<file path="src/rtl/fetch_sched_if.sv">
// fetch_sched_if: loader-facing scan/fetch bus between fetch_sched (slave) and the pixel loader (master).
interface fetch_sched_if;
  logic       i_valid;
  logic       o_next;
  logic       o_vsync;
  logic       o_de;
  logic       o_in_img;
  logic [9:0] o_hcnt;
  logic [9:0] o_vcnt;
  modport slave (input i_valid, output o_next, o_vsync, o_de, o_in_img, o_hcnt, o_vcnt);
  modport master(output i_valid, input o_next, o_vsync, o_de, o_in_img, o_hcnt, o_vcnt);
endinterface

</file>
<file path="src/rtl/fetch_sched.sv">
// fetch_sched: raster scan scheduler issuing zero-latency pixel requests inside the image window.
// Define FETCH_SCHED_UF_CNT_EN to build the saturating underflow event counter on o_uf_cnt.
module fetch_sched #(
  parameter int H_TOTAL     = 800,
  parameter int H_ACTIVE    = 640,
  parameter int V_TOTAL     = 525,
  parameter int V_ACTIVE    = 480,
  parameter int IMG_W       = 450,
  parameter int IMG_H       = 450,
  parameter int H_OFFSET    = 95,
  parameter int V_OFFSET    = 15,
  parameter int PREFILL_CYC = 256
) (
  input  logic          clk,
  input  logic          rst_n,
  input  logic          i_en,
  input  logic          i_clr_err,
  fetch_sched_if.slave  bus,
  output logic [1:0]    o_state,
  output logic          o_underflow,
  output logic [7:0]    o_frame_cnt,
  output logic [15:0]   o_uf_cnt
);
  localparam logic [1:0] IDLE = 2'd0, FRST = 2'd1, PREFILL = 2'd2, SCAN = 2'd3;
  localparam int PW = $clog2(PREFILL_CYC > 2 ? PREFILL_CYC : 2);
  localparam logic [PW-1:0] PL = PW'(PREFILL_CYC - 1);
  localparam logic [9:0] HT = 10'(H_TOTAL - 1), VT = 10'(V_TOTAL - 1);
  localparam logic [9:0] HA = 10'(H_ACTIVE), VA = 10'(V_ACTIVE);
  localparam logic [9:0] HO = 10'(H_OFFSET), HE = 10'(H_OFFSET + IMG_W);
  localparam logic [9:0] VO = 10'(V_OFFSET), VE = 10'(V_OFFSET + IMG_H);
  logic [1:0]    r_state, w_nstate;
  logic [PW-1:0] r_pcnt;
  logic [9:0]    r_hcnt, r_vcnt;
  logic [7:0]    r_frame_cnt;
  logic          r_underflow;
  logic          w_scan, w_eof, w_pdone, w_in_img, w_uf;
  assign w_scan  = r_state == SCAN;
  assign w_eof   = w_scan && r_hcnt == HT && r_vcnt == VT;
  // FRST and PREFILL share one dwell counter, restarted on every state change
  assign w_pdone = (r_state == FRST && r_pcnt == PW'(1)) || (r_state == PREFILL && r_pcnt == PL);
  always_ff @(posedge clk or negedge rst_n)
    if (!rst_n) r_state <= IDLE;
    else        r_state <= w_nstate;
  always_comb
    w_nstate = (r_state == IDLE || w_eof) ? (i_en ? FRST : IDLE) :
               w_pdone                    ? r_state + 2'd1       : r_state;
  always_comb begin
    w_in_img      = w_scan && r_hcnt >= HO && r_hcnt < HE && r_vcnt >= VO && r_vcnt < VE;
    w_uf          = w_in_img && !bus.i_valid;
    bus.o_vsync   = r_state[1];
    bus.o_de      = w_scan && r_hcnt < HA && r_vcnt < VA;
    bus.o_in_img  = w_in_img;
    bus.o_next    = w_in_img && bus.i_valid;
    bus.o_hcnt    = r_hcnt;
    bus.o_vcnt    = r_vcnt;
    o_state       = r_state;
    o_underflow   = r_underflow;
    o_frame_cnt   = r_frame_cnt;
  end
  always_ff @(posedge clk or negedge rst_n)
    if (!rst_n) begin
      r_pcnt      <= '0;
      r_hcnt      <= '0;
      r_vcnt      <= '0;
      r_frame_cnt <= '0;
      r_underflow <= 1'b0;
    end else begin
      r_pcnt      <= (w_nstate != r_state || w_scan) ? '0 : r_pcnt + 1'b1;
      r_hcnt      <= (!w_scan || w_eof || r_hcnt == HT) ? '0 : r_hcnt + 1'b1;
      r_vcnt      <= (!w_scan || w_eof) ? '0 : (r_hcnt == HT) ? r_vcnt + 1'b1 : r_vcnt;
      r_frame_cnt <= w_eof ? r_frame_cnt + 1'b1 : r_frame_cnt;
      r_underflow <= w_uf ? 1'b1 : i_clr_err ? 1'b0 : r_underflow;
    end
`ifdef FETCH_SCHED_UF_CNT_EN
  logic [15:0] r_uf_cnt;
  always_ff @(posedge clk or negedge rst_n)
    if (!rst_n) r_uf_cnt <= '0;
    else        r_uf_cnt <= i_clr_err ? '0 : (w_uf && r_uf_cnt != 16'hFFFF) ? r_uf_cnt + 1'b1 : r_uf_cnt;
  assign o_uf_cnt = r_uf_cnt;
`else
  assign o_uf_cnt = '0;
`endif
endmodule

</file>
<file path="src/flat_wrapper.sv">
// flat-port wrapper written by rule: the top's interface ports become plain ports
module fetch_sched_flat 
#(
  parameter int H_TOTAL     = 800,
  parameter int H_ACTIVE    = 640,
  parameter int V_TOTAL     = 525,
  parameter int V_ACTIVE    = 480,
  parameter int IMG_W       = 450,
  parameter int IMG_H       = 450,
  parameter int H_OFFSET    = 95,
  parameter int V_OFFSET    = 15,
  parameter int PREFILL_CYC = 256
)
  (clk, rst_n, i_en, i_clr_err, o_state, o_underflow, o_frame_cnt, o_uf_cnt, bus_i_valid, bus_o_next, bus_o_vsync, bus_o_de, bus_o_in_img, bus_o_hcnt, bus_o_vcnt);
  fetch_sched_if bus_i ();
  input  logic clk;
  input  logic rst_n;
  input  logic i_en;
  input  logic i_clr_err;
  output logic [1:0] o_state;
  output logic o_underflow;
  output logic [7:0] o_frame_cnt;
  output logic [15:0] o_uf_cnt;
  input wire logic [$bits(bus_i.i_valid)-1:0] bus_i_valid;
  output wire logic [$bits(bus_i.o_next)-1:0] bus_o_next;
  output wire logic [$bits(bus_i.o_vsync)-1:0] bus_o_vsync;
  output wire logic [$bits(bus_i.o_de)-1:0] bus_o_de;
  output wire logic [$bits(bus_i.o_in_img)-1:0] bus_o_in_img;
  output wire logic [$bits(bus_i.o_hcnt)-1:0] bus_o_hcnt;
  output wire logic [$bits(bus_i.o_vcnt)-1:0] bus_o_vcnt;
  assign bus_i.i_valid = bus_i_valid;
  assign bus_o_next = bus_i.o_next;
  assign bus_o_vsync = bus_i.o_vsync;
  assign bus_o_de = bus_i.o_de;
  assign bus_o_in_img = bus_i.o_in_img;
  assign bus_o_hcnt = bus_i.o_hcnt;
  assign bus_o_vcnt = bus_i.o_vcnt;
  fetch_sched #(.H_TOTAL(H_TOTAL), .H_ACTIVE(H_ACTIVE), .V_TOTAL(V_TOTAL), .V_ACTIVE(V_ACTIVE), .IMG_W(IMG_W), .IMG_H(IMG_H), .H_OFFSET(H_OFFSET), .V_OFFSET(V_OFFSET), .PREFILL_CYC(PREFILL_CYC)) u_core (.clk(clk), .rst_n(rst_n), .i_en(i_en), .i_clr_err(i_clr_err), .bus(bus_i), .o_state(o_state), .o_underflow(o_underflow), .o_frame_cnt(o_frame_cnt), .o_uf_cnt(o_uf_cnt));
endmodule
</file>
<file path="config.mk">
export PLATFORM = sky130hd
export DESIGN_NAME = fetch_sched_flat
export DESIGN_NICKNAME = d
export VERILOG_FILES = /design/src/rtl/fetch_sched_if.sv /design/src/rtl/fetch_sched.sv /design/src/flat_wrapper.sv
export SDC_FILE = /design/constraint.sdc
export NUM_CORES = 1
export LEC_CHECK = 0
export CORE_MARGIN = 4
export CORE_UTILIZATION = 45
export CTS_CLUSTER_DIAMETER = 80
export CTS_CLUSTER_SIZE = 16
export DETAILED_ROUTE_END_ITERATION = 8
export PLACE_DENSITY = 0.7
export SYNTH_ARGS = -nofsm -noshare
export SYNTH_HDL_FRONTEND = slang
export SYNTH_SLANG_ARGS = --single-unit
</file>
<file path="constraint.sdc">
create_clock -name clk -period 4.3 [get_ports clk]
set_clock_uncertainty 0.15 [all_clocks]
set_input_delay 1.075 -clock clk [delete_from_list [all_inputs] [get_ports clk]]
set_output_delay 1.075 -clock clk [all_outputs]
set_load 0.1 [all_outputs]
</file>
### After elaboration in Yosys (flattened, before gate mapping)

Index checks and enable logic that the tools add are counted.

* add/subtract/negate cells: 5
* multiply operators: 0
* div/mod/pow operators: 0
* magnitude comparators: 6
* eq/ne operators: 8
* shift-type cells: 0
* mux-type cells: 9
* bitwise operators: 0
* reductions and logical operators: 22

Operators by type and width (number)
* 2-to-1 mux 10 bit: 3
* adder 10 x 1 -> 10 bit, second input constant: 2
* == test 10 bit, second input constant: 2
* less-than comparator 10 bit, second input constant: 2
* less-than comparator 10 x 9 -> 1 bit, second input constant: 2
* adder 8 x 1 -> 8 bit, second input constant: 2
* logical AND 1 bit: 12
* greater-or-equal comparator 10 x 4 -> 1 bit, second input constant: 1
* greater-or-equal comparator 10 x 7 -> 1 bit, second input constant: 1
* == test 8 x 1 -> 1 bit, second input constant: 1
* == test 8 bit, second input constant: 1
* 2-to-1 mux 8 bit: 1
* logical OR 1 bit: 5
* == test 2 bit, second input constant: 2
* 2-to-1 mux 2 bit: 2
* nonzero test 2 bit: 2
* 2-to-1 mux 1 bit: 3
* adder 2 x 1 -> 2 bit, second input constant: 1
* == test 2 x 1 -> 1 bit, second input constant: 1
* logical NOT 1 bit: 2
* logical NOT 2 bit: 1
* inequality test 2 bit: 1

* register bits after elaboration: 39
* bits in latches: 0
* memory bits (writable): 0
* bits in read-only memories: 0
* bits of input ports: 5
* output and inout bits: 51
* logic and storage cells: 56
* memories: 0

### Logic depth before layout (Yosys ltp)

Gate-level depths: netlist (run 1).

* depth in word-level cells: 8
* gate-level depth with buffers: 8
* depth with buffers taken out: 7

### Least setup slack after synthesis (run 1)

No wires, ideal clock.

* path kind: reg2out
* start point: register u_core.r_state[0] (netlist: u_core.o_state[0])
* end point: output port bus_o_next
* arrival: 3.364 ns
* data required time: 3.075 ns
* path slack: -0.289 ns
* stages on the path, launching flop included: 5
* path buffers: 0
* path through: dfrtp_1 > ha_1 > nor3b_1 > o2111a_1 > and2_1

* word-level cells in the longest chain between the ends: 6

RTL lines
* start, declared: RTL line fetch_sched.sv:31 `logic [1:0] r_state, w_nstate;`
* start signal, assigned: RTL line fetch_sched.sv:43 `else r_state <= w_nstate;`
* == test 2 bit: RTL line fetch_sched.sv:37 `assign w_scan = r_state == SCAN;`
* logical AND 1 bit (4 in series): RTL line fetch_sched.sv:48 `w_in_img = w_scan && r_hcnt >= HO && r_hcnt < HE && r_vcnt >= VO && r_vcnt < VE;`
* net bus_o_in_img: RTL line flat_wrapper.sv:28 `output wire logic [$bits(bus_i.o_in_img)-1:0] bus_o_in_img;`
* logical AND 1 bit: RTL line fetch_sched.sv:53 `bus.o_next = w_in_img && bus.i_valid;`
* end, declared: RTL line flat_wrapper.sv:25 `output wire logic [$bits(bus_i.o_next)-1:0] bus_o_next;`

The timed path passes the listed nets, and every way through them passes these cells.

### Worst setup path after layout (run 1)

* start point: register u_core.r_state[0] (netlist: u_core.o_state[0])
* end point: output port bus_o_next

* word-level cells in the longest chain between the ends: 6

RTL lines (RTL line)
* == test 2 bit: fetch_sched.sv:37
* logical AND 1 bit (4 in series): fetch_sched.sv:48
* logical AND 1 bit: fetch_sched.sv:53

No other way between the ends.

==> impl_results.rst, run 1 <==
.. list-table::
   :header-rows: 1

   * - Metric
     - Value
   * - Required time of the worst setup path
     - roughly 3.1 ns
   * - Number of levels in the clock H-tree
     - 2
   * - Maximum clock path buffer count
     - 2
   * - Fraction of power consumed by the clock network
     - 34.0%
   * - Die area
     - roughly 6300 µm²
   * - Setup repair after global routing missed its margin
     - false
   * - Max Transition Viols Final
     - 0
   * - Area Overhead vs Synth
     - 19.3%
   * - Share of post-route cells with drive strength above 1
     - 7.61%
   * - Highest Clock Rate
     - around 0.30 GHz
   * - Total clock buffers created by CTS
     - 5
   * - Part of the Yosys area used for sequential elements
     - a little over two fifths
   * - Crit path max fanout
     - 16
   * - DRC violations left
     - 0
   * - Number of cells on the worst reg-to-reg path
     - 6
   * - Total routed wirelength
     - 4440 µm
   * - CTS tree
     - done
   * - Largest net degree at the start of global routing
     - 40
   * - Core Util, Final
     - around 56%
   * - Clock latency at the later pin of the worst-skew pair
     - between 0.2 and 0.3 ns
   * - Net count reported at finish
     - a little under 300
   * - Initial standard-cell utilization of the core
     - roughly 47%
   * - Unique masters post-synth
     - 38
   * - Cell area after synthesis
     - around 2300 µm²
   * - Via count of the first global-routing pass
     - 1657
   * - Static leakage power
     - between 1 and 1.5 nW
   * - Signal arrival time at the worst endpoint
     - 2.07 ns
   * - P_int
     - between 0.4 and 0.5 mW
   * - Wire length of the first global-routing pass
     - about 8000 µm
   * - Sw power
     - ~0.19 mW
   * - Outcome
     - completed
   * - Most common library cell in the layout ignoring fill and taps
     - sky130_fd_sc_hd__dfrtp_1
   * - Warning count from the yosys run
     - 0
   * - Peak supply drop
     - ~0.12 mV
   * - Routed vias
     - 1699
   * - Antenna Nets Post-Route
     - 0
   * - Worst hold stages
     - 1
   * - Placeable core region
     - between 4000 and 5000 µm²
   * - Average size of a mapped cell
     - about 9.6 µm²
   * - Post-route fraction of the period consumed by the critical path
     - between 70 and 80%
   * - Mapped Cells
     - about 240
   * - Number of ports placed on the die boundary
     - 56
   * - Number of I/O port buffers
     - 39
   * - Detailed-route wire length per cell
     - 12.9 µm
   * - Global-route total usage across every layer
     - 15.5%
   * - Placer congestion estimate
     - between 0.7 and 0.8
   * - Clock sink count
     - 39
   * - Die Height
     - about 80 µm
   * - Crit path capture type
     - output pin
   * - Sw Ratio
     - between 20% and 30%
   * - Clock transition at the registers of the reported paths
     - 0.07 ns
   * - Count of antenna diodes in the layout
     - 0
   * - Cell area power density
     - 244 nW/µm²
   * - WS Path Type
     - register to output pin
   * - Final min period
     - about 3.3 ns
   * - Initial antenna violation count
     - 0
   * - Number of max-capacitance violations reported
     - 0
   * - Cell row count
     - 25
   * - Detailed Place HPWL
     - ~3200 µm
   * - Via-per-instance ratio
     - 4.95
   * - Portion of total power attributed to sequential cells
     - 55.2%
   * - Number of setup buffers added after CTS
     - 0
   * - #FFs+latches synth
     - 39
   * - CTS resizes
     - 0
   * - Final-report hold violation count
     - 0
   * - Total power draw
     - ~0.66 mW
   * - Buffer type at the clock tree root
     - sky130_fd_sc_hd__clkbuf_8
   * - Highest-count cells in the layout ignoring fill and taps
     - sky130_fd_sc_hd__dfrtp_1, sky130_fd_sc_hd__clkdlybuf4s50_1, sky130_fd_sc_hd__nor2_1
   * - Die width
     - ~79 µm
   * - Drt pass-1 iters
     - 4
   * - Share of power burned in combinational logic
     - 10.8%
   * - Grt ovf
     - 0
   * - First-iteration detailed-routing DRC count
     - 93
   * - # hold bufs at CTS
     - 0
   * - Crit start category
     - register
   * - Actual slew at the worst max-slew pin
     - 0.981 ns
   * - Worst slew margin relative to its limit
     - 34.4%
   * - Class of the tightest hold or removal check
     - register to register
   * - Setup TNS
     - 0 ns
   * - Endpoints failing setup
     - 0
-- registers in the layout, indices dropped and copies added (netlist names) --
signal,count
u_core.o_state,2
u_core.o_underflow,1
u_core.o_frame_cnt,8
u_core.bus.o_hcnt,10
u_core.bus.o_vcnt,10
u_core.r_pcnt,8
-- path summary, 6_finish.rpt --
kind	slack, ns	start	to
worst max-delay path	1.01	u_core.o_state[0]	bus_o_next
worst min-delay path	0.32	u_core.o_frame_cnt[7]	u_core.o_frame_cnt[7]
max in group asynchronous	2.71	rst_n	u_core.bus.o_hcnt[7]
worst max register to register	1.96	u_core.bus.o_hcnt[0]	u_core.bus.o_vcnt[9]
min in group asynchronous	0.75	rst_n	u_core.bus.o_vcnt[2]
worst min register to register	0.32	u_core.o_frame_cnt[7]	u_core.o_frame_cnt[7]
-- cells by family (layout without fill, tap and decap cells) --
group	after synthesis	count (layout)	share of synthesized area (%)
simple gates	107	107	25.4
flops	39	39	42.8
buf+inv	34	57	8.84
xor+xnor	30	30	11.5
compound gates	13	13	3.90
fa+ha+maj	11	11	6.04
mux	3	3	1.37
other cells	1	16	0.164
-- through the flow --
stage / instance area [µm²] / cells / setup slack [ns] / hold slack, ns
2_1_floorplan: 2340 / 253 / 0.290 / 0.349
3_3_place_gp: 2650 / 337 / 1.12 / 0.310
3_5_place_dp: 2650 / 337 / 1.12 / 0.313
4_1_cts: 2720 / 343 / 0.962 / 0.323
5_1_grt: 2720 / 343 / 0.821 / 0.359
6_report: 2720 / 343 / 1.01 / 0.325
-- power by group through the flow --
stage	Clock [mW]	Combinational [mW]	Sequential [mW]
after floorplan	0	0.0725	0.374
after global placement	0	0.0719	0.374
after detailed placement	0	0.0720	0.374
after CTS	0.235	0.0719	0.367
after global routing	0.252	0.0750	0.366
final	0.226	0.0716	0.367
-- synthesized netlist by cell type --
cell type                          n  area [µm²]
sky130_fd_sc_hd__a21boi_0          2        15.0
sky130_fd_sc_hd__a21oi_1           2        10.0
sky130_fd_sc_hd__a22o_1            1        8.76
sky130_fd_sc_hd__and2_1            7        43.8
sky130_fd_sc_hd__and3_1            5        31.3
sky130_fd_sc_hd__and3_2            2        15.0
sky130_fd_sc_hd__and4_1            1        8.76
sky130_fd_sc_hd__and4_2            2        20.0
sky130_fd_sc_hd__buf_4            18         135
sky130_fd_sc_hd__clkbuf_1          4        15.0
sky130_fd_sc_hd__clkdlybuf4s15_1   1        10.0
sky130_fd_sc_hd__conb_1            1        3.75
sky130_fd_sc_hd__dfrtp_1          39         976
sky130_fd_sc_hd__ha_1             11         138
sky130_fd_sc_hd__inv_1            11        41.3
sky130_fd_sc_hd__mux2_2            1        11.3
sky130_fd_sc_hd__mux2i_1           2        20.0
sky130_fd_sc_hd__nand2_1          18        67.6
sky130_fd_sc_hd__nand3_1          13        65.1
sky130_fd_sc_hd__nand3b_1          1        7.51
sky130_fd_sc_hd__nand4_1           8        50.1
sky130_fd_sc_hd__nand4_2           1        12.5
sky130_fd_sc_hd__nor2_1           30         113
sky130_fd_sc_hd__nor2b_1           1        6.26
sky130_fd_sc_hd__nor3_1            7        35.0
sky130_fd_sc_hd__nor3_4            1        16.3
sky130_fd_sc_hd__nor3b_1           2        15.0
sky130_fd_sc_hd__nor4_1            2        12.5
sky130_fd_sc_hd__nor4_2            1        12.5
sky130_fd_sc_hd__nor4b_1           4        35.0
sky130_fd_sc_hd__o2111a_1          1        11.3
sky130_fd_sc_hd__o211ai_1          1        7.51
sky130_fd_sc_hd__o21ai_0           4        20.0
sky130_fd_sc_hd__o31a_1            1        8.76
sky130_fd_sc_hd__o31ai_1           1        7.51
sky130_fd_sc_hd__or4_4             1        11.3
sky130_fd_sc_hd__xnor2_1          13         114
sky130_fd_sc_hd__xor2_1           17         149
-- metal layers --
| metal | up-vias | GRT usage [%] | share of wire, % |
|---|---|---|---|
| li1 | 843 | - | - |
| met1 | 807 | 20.0 | 47 |
| met2 | 44 | 25.1 | 47 |
| met3 | 5 | 5.67 | 5.7 |
| met4 | 0 | 3.09 | 0.72 |
| met5 | - | 0 | 0 |
-- cell type report --
class,count,area [µm²]
Sequential cell,39,976
Tap cell,67,83.8
Fill cell,471,2100
Inverter,11,41.3
Multi-Input combinational cell,180,1160
Timing Repair Buffer,40,385
Clock buffer,6,72.6
-- critical path: stages, from the launching register on --
cell	delay, ns
sky130_fd_sc_hd__dfrtp_1	0.46
sky130_fd_sc_hd__ha_1	0.18
sky130_fd_sc_hd__buf_4	0.20
sky130_fd_sc_hd__nor3b_1	0.26
sky130_fd_sc_hd__o2111a_2	0.26
sky130_fd_sc_hd__and2_2	0.14
sky130_fd_sc_hd__buf_4	0.28
Note: power is estimated with default switching activity, not from simulation.
==> run 2: changes to the inputs <==
==> constraint.sdc (replaced) <==
create_clock -name clk -period 3.1 [get_ports clk]
set_clock_uncertainty 0.15 [all_clocks]
set_input_delay 0.775 -clock clk [delete_from_list [all_inputs] [get_ports clk]]
set_output_delay 0.775 -clock clk [all_outputs]
set_load 0.1 [all_outputs]
==> run 2 against run 1 <==
Compared with the run above:
- flip-flop and latch count did not move
- largest power group unchanged
- worst hold slack improved by 0.0039 ns
- count of clock-buffer cells in the layout is 1 lower
==> impl_results.rst, run 2 (same netlist as run 1, synthesis figures left out) <==
.. list-table::
   :header-rows: 1

   * - Metric
     - Value
   * - Buffer type at the clock tree root
     - sky130_fd_sc_hd__clkbuf_8
   * - Die width
     - between 70 and 80 µm
   * - Peak supply drop
     - roughly 0.31 mV
   * - Cell area power density
     - between 300 and 400 nW/µm²
   * - Class of the tightest hold or removal check
     - register to register
   * - Die Height
     - approximately 79 µm
   * - Required time of the worst setup path
     - 2.17 ns
   * - Crit start category
     - register
   * - Initial antenna violation count
     - 0
   * - Number of levels in the clock H-tree
     - 2
   * - Highest Clock Rate
     - 0.344 GHz
   * - Setup slack on the worst flop-to-flop path
     - approximately 0.85 ns
   * - Count of antenna diodes in the layout
     - 0
   * - Crit path capture type
     - output pin
   * - Net count reported at finish
     - between 200 and 300
   * - Sequential standard cell area
     - between 1000 and 1500 µm²
   * - Signal arrival time at the worst endpoint
     - 1.98 ns
   * - Via-per-instance ratio
     - about 5
   * - Clock transition at the registers of the reported paths
     - 0.08 ns
   * - First-iteration detailed-routing DRC count
     - 81
   * - Number of ports placed on the die boundary
     - 56
   * - Clock latency at the later pin of the worst-skew pair
     - about 0.30 ns
   * - Portion of total power attributed to sequential cells
     - 48.8%
   * - P_int
     - 0.752 mW
   * - Number of I/O port buffers
     - 39
   * - Number of setup buffers added after CTS
     - 0
   * - Most common library cell in the layout ignoring fill and taps
     - sky130_fd_sc_hd__buf_4
   * - Actual slew at the worst max-slew pin
     - 0.895 ns
   * - Routed vias
     - 1733
   * - Share of post-route cells with drive strength above 1
     - a little under a third
   * - Fillcell total
     - about 450
   * - Sw Ratio
     - 27.7%
   * - Clock sink count
     - 39
   * - Pre-CTS setup slack
     - between 0.5 and 0.6 ns
   * - Final min period
     - roughly 2.9 ns
   * - Cell row count
     - 25
   * - Start of the worst register-to-register path
     - u_core.bus.o_vcnt[5]
   * - Area Overhead vs Synth
     - 22.9%
   * - Area of the multi-input gates
     - approximately 1200 µm²
   * - WS Path Type
     - register to output pin
   * - Share of power burned in combinational logic
     - under 10%
   * - Global-route total usage across every layer
     - 15.7%
   * - Maximum clock path buffer count
     - 2
   * - Largest net degree at the start of global routing
     - 40
   * - Critical hold path startpoint
     - u_core.o_frame_cnt[7]
   * - Worst hold stages
     - 1
   * - Highest-count cells in the layout ignoring fill and taps
     - sky130_fd_sc_hd__buf_4, sky130_fd_sc_hd__nor2_1, sky130_fd_sc_hd__nand2_1
   * - Wire length of the first global-routing pass
     - 7670 µm
   * - Drt pass-1 iters
     - 4
   * - Total routed wirelength
     - ~4500 µm
   * - Die area
     - about 6300 µm²
   * - Total clock buffers created by CTS
     - 5
   * - Number of max-capacitance violations reported
     - 0
   * - Initial standard-cell utilization of the core
     - a little under half
   * - Detailed-route wire length per cell
     - between 10 and 15 µm
   * - Grt ovf
     - 0
   * - DRC violations left
     - 0
   * - Timing startpoint of the critical path
     - u_core.bus.o_vcnt[5]
   * - Max Transition Viols Final
     - 0
   * - Fraction of power consumed by the clock network
     - a little over two fifths
   * - Endpoints failing setup
     - 0
   * - CTS resizes
     - 0
   * - Final-report hold violation count
     - 0
   * - Post-route fraction of the period consumed by the critical path
     - ~94%
   * - Sw power
     - between 0.2 and 0.3 mW
   * - Via count of the first global-routing pass
     - around 1.6k
   * - Placer congestion estimate
     - about 0.84
   * - Outcome
     - completed
   * - Placeable core region
     - roughly 4800 µm²
   * - Worst slew margin relative to its limit
     - 40.3%
   * - Static leakage power
     - 1.26 nW
   * - Smallest setup slack after layout
     - a little under 0.2 ns
   * - Crit path max fanout
     - 6
   * - Antenna Nets Post-Route
     - 0
   * - # hold bufs at CTS
     - 0
   * - Number of cells on the worst reg-to-reg path
     - 4
   * - Core Util, Final
     - 58.2%
   * - CTS tree
     - done
   * - Detailed Place HPWL
     - 3260 µm
   * - Setup repair after global routing missed its margin
     - false
-- run 2: cell count changes in the layout (fill, tap and decap cells not counted), moves of 3 or more --
cell,before,now
sky130_fd_sc_hd__dfrtp_4,0,9
sky130_fd_sc_hd__buf_12,0,3
sky130_fd_sc_hd__inv_1,11,8
sky130_fd_sc_hd__buf_4,4,34
sky130_fd_sc_hd__clkdlybuf4s50_1,35,3
sky130_fd_sc_hd__inv_2,0,3
sky130_fd_sc_hd__dfrtp_2,0,13
sky130_fd_sc_hd__dfrtp_1,39,17
-- run 2: worst max-delay path: stages (launching register included) --
cell	delay, ns
sky130_fd_sc_hd__dfrtp_2	0.44
sky130_fd_sc_hd__or4_4	0.56
sky130_fd_sc_hd__nor2_1	0.10
sky130_fd_sc_hd__a21oi_1	0.07
sky130_fd_sc_hd__o2111a_2	0.19
sky130_fd_sc_hd__and2_4	0.15
sky130_fd_sc_hd__buf_12	0.16
-- run 2: layer usage --
metal / part of all wire [%] / GRT usage (%)
met1: 48 / 21.3
met2: 46 / 23.5
met3: 5.3 / 4.31
met4: 1.6 / 6.87
met5: 0 / 0
-- run 2: final cells by class --
| type | instances | area share, % |
|---|---|---|
| sequential | 39 | 36.6 |
| timing repair buffer | 41 | 12.5 |
| tap | 67 | 2.99 |
| clock inverter | 3 | 1.56 |
| inverter | 11 | 1.47 |
| multi-input combinational | 180 | 42.4 |
| clock buffer | 5 | 2.46 |
-- run 2: worst paths after layout --
check / endpoint
max: bus_o_next
min: u_core.o_frame_cnt[7]
max reg2reg: u_core.o_frame_cnt[1]
min reg2reg: u_core.o_frame_cnt[7]
max in group asynchronous: u_core.bus.o_vcnt[0]
min in group asynchronous: u_core.r_pcnt[6]
-- run 2: power by group through the flow --
stage / sequential, mW / clock, mW / combinational, mW
2_1_floorplan: 0.519 / 0 / 0.101
3_3_place_gp: 0.519 / 0 / 0.0999
3_5_place_dp: 0.519 / 0 / 0.100
4_1_cts: 0.508 / 0.447 / 0.100
5_1_grt: 0.508 / 0.473 / 0.104
6_report: 0.508 / 0.432 / 0.0998
-- run 2: metrics by stage --
step           std cells  total power [mW]  hold WS, ns  TNS, ns  cell area, µm²
2_1_floorplan        253             0.619        0.329  -0.0198            2430
3_3_place_gp         338             0.618        0.313        0            2690
3_5_place_dp         338             0.619        0.320        0            2690
4_1_cts              346              1.06        0.332        0            2800
5_1_grt              346              1.08        0.338        0            2800
6_report             346              1.04        0.328        0            2800
==> run 3: changes to the inputs <==
--- a/config.mk
+++ b/config.mk
@@ -5,7 +5,7 @@
 export SDC_FILE = /design/constraint.sdc
 export NUM_CORES = 1
 export LEC_CHECK = 0
-export CORE_MARGIN = 4
+export CORE_MARGIN = 2
 export CORE_UTILIZATION = 45
 export CTS_CLUSTER_DIAMETER = 80
 export CTS_CLUSTER_SIZE = 16
==> run 3 against run 2 <==
Compared with the run above:
- via count increased by 0.23%
- clock power increased by 19%
- highest routed layer unchanged
- largest cell class unchanged
- critical path type unchanged
- die area decreased by 9.8%
==> impl_results.rst, run 3 (same netlist as run 1, synthesis figures left out) <==
.. list-table::
   :header-rows: 1

   * - Metric
     - Value
   * - Number of levels in the clock H-tree
     - 2
   * - Count of antenna diodes in the layout
     - 0
   * - Peak supply drop
     - approximately 0.34 mV
   * - Crit start category
     - register
   * - Wire length of the first global-routing pass
     - about 7600 µm
   * - Final min period
     - just under 3 ns
   * - Core Util, Final
     - about three fifths
   * - Worst slew margin relative to its limit
     - about 42%
   * - Area Overhead vs Synth
     - 23.8%
   * - Grt peak-use layer
     - met2
   * - Met1 layer usage reported by global route
     - 23.3%
   * - Number of I/O port buffers
     - 39
   * - Setup repair after global routing missed its margin
     - false
   * - Required time of the worst setup path
     - approximately 2.2 ns
   * - Placeable core region
     - just under 5000 µm²
   * - Detailed Place HPWL
     - roughly 3200 µm
   * - Critical Path Max Stage Delay
     - 0.57 ns
   * - Net count reported at finish
     - around 300
   * - Number of max-capacitance violations reported
     - 0
   * - Number of setup buffers added after CTS
     - 0
   * - Setup TNS
     - 0 ns
   * - Number of ports placed on the die boundary
     - 56
   * - # hold bufs at CTS
     - 0
   * - Antenna Nets Post-Route
     - 0
   * - Initial standard-cell utilization of the core
     - between 40% and 50%
   * - Placement Cell Area
     - about 2700 µm²
   * - Endpoints failing setup
     - 0
   * - Fillcell total
     - between 400 and 500
   * - Via count of the first global-routing pass
     - 1608
   * - Largest net degree at the start of global routing
     - 40
   * - CTS tree
     - done
   * - Via-per-instance ratio
     - ~5
   * - Clock latency at the later pin of the worst-skew pair
     - around 0.30 ns
   * - Most common library cell in the layout ignoring fill and taps
     - sky130_fd_sc_hd__buf_4
   * - Placer congestion estimate
     - ~0.80
   * - Maximum clock path buffer count
     - 2
   * - Detailed-route wire length per cell
     - 13.0 µm
   * - CTS resizes
     - 0
   * - Highest-count cells in the layout ignoring fill and taps
     - sky130_fd_sc_hd__buf_4, sky130_fd_sc_hd__nor2_1, sky130_fd_sc_hd__nand2_1
   * - Actual slew at the worst max-slew pin
     - roughly 0.87 ns
   * - Post-route fraction of the period consumed by the critical path
     - 93.7%
   * - Met2 GRT Util
     - between 20% and 30%
   * - Static leakage power
     - approximately 1.3 nW
   * - Global-route total usage across every layer
     - 17.9%
   * - Clock transition at the registers of the reported paths
     - about 0.080 ns
   * - Grt ovf
     - 0
   * - Cell row count
     - 25
   * - Crit path capture type
     - output pin
   * - Initial antenna violation count
     - 0
   * - Slowest CP cell
     - sky130_fd_sc_hd__or4_4
   * - Met3 GRT Util
     - 6.29%
   * - Routed vias
     - about 1.7k
   * - Die width
     - roughly 75 µm
   * - Max Transition Viols Final
     - 0
   * - Highest Clock Rate
     - ~0.34 GHz
   * - DRC violations left
     - 0
   * - CP cell instances
     - or4_4 -> nor2_1 -> a21oi_1 -> o2111a_2 -> and2_4 -> buf_12
   * - Worst Hold Slack
     - around 0.32 ns
   * - Outcome
     - completed
   * - Buffer type at the clock tree root
     - sky130_fd_sc_hd__clkbuf_8
   * - Non-Filler Cell Area, Final
     - 2820 µm²
   * - Final-report hold violation count
     - 0
   * - Drt pass-1 iters
     - 4
   * - Die Height
     - 75.2 µm
   * - Class of the tightest hold or removal check
     - register to register
   * - Die area
     - roughly 5700 µm²
   * - Clock sink count
     - 39
   * - Crit path max fanout
     - 6
   * - Total routed wirelength
     - between 4000 and 5000 µm
   * - First-iteration detailed-routing DRC count
     - 52
   * - Signal arrival time at the worst endpoint
     - ~2 ns
   * - Cell area power density
     - approximately 400 nW/µm²
   * - Share of post-route cells with drive strength above 1
     - roughly 30%
   * - WS Path Type
     - register to output pin
   * - Total clock buffers created by CTS
     - 5
[run 3: changes by cell type in the layout (fill, tap and decap cells not counted), sizes merged]
cell,change
clkinv,-2
bufinv,+1
clkbuf,+1
[run 3: cell type report]
| class | count | area [µm²] | area share (%) |
|---|---|---|---|
| flip-flops and latches | 39 | 1030 | 36.4 |
| multi-input cells | 180 | 1190 | 42.1 |
| inverters | 11 | 41.3 | 1.46 |
| repair buffers | 41 | 350 | 12.4 |
| clock buffers | 6 | 72.6 | 2.57 |
| clock inverters | 2 | 60.1 | 2.13 |
| well taps | 67 | 83.8 | 2.97 |
[run 3: power by group]
group / internal [mW] / leakage (nW) / switching (mW) / total, mW
registers: 0.508 / 0.482 / 0 / 0.508
clock network: 0.322 / 0.0654 / 0.191 / 0.513
logic: 0.00439 / 0.717 / 0.0950 / 0.0993
total: 0.834 / 1.26 / 0.286 / 1.12
[run 3: stage by stage]
step	std cells	power [mW]	setup WS (ns)
floorplan	253	0.619	-0.0198
global placement	338	0.619	0.528
detailed placement	338	0.619	0.512
CTS	346	1.14	0.175
global route	346	1.16	0.0398
finish	346	1.12	0.195
[run 3: path summary, 6_finish.rpt]
kind                                       start                    end  slack (ns)  cells past startpoint
min in group asynchronous                  rst_n       u_core.r_pcnt[3]        0.43                      1
setup / recovery            u_core.bus.o_vcnt[5]             bus_o_next        0.20                      6
hold reg to reg            u_core.o_frame_cnt[7]  u_core.o_frame_cnt[7]        0.32                      1
setup reg to reg            u_core.bus.o_vcnt[5]  u_core.o_frame_cnt[1]        0.87                      4
max in group asynchronous                  rst_n   u_core.bus.o_hcnt[1]        1.73                      1
hold / removal             u_core.o_frame_cnt[7]  u_core.o_frame_cnt[7]        0.32                      1
[run 3: worst max-delay path, delay by kind of cell (launching register included)]
family,cells,cell delay (ns)
simple gates,3,0.82
buf+inv,1,0.16
compound gates,2,0.26
flops,1,0.44
[run 3: per-layer routing]
metal	vias to the layer above	wire (µm)
met5	-	0
met4	0	82
met3	10	277
met2	53	2060
met1	822	2070
li1	852	-
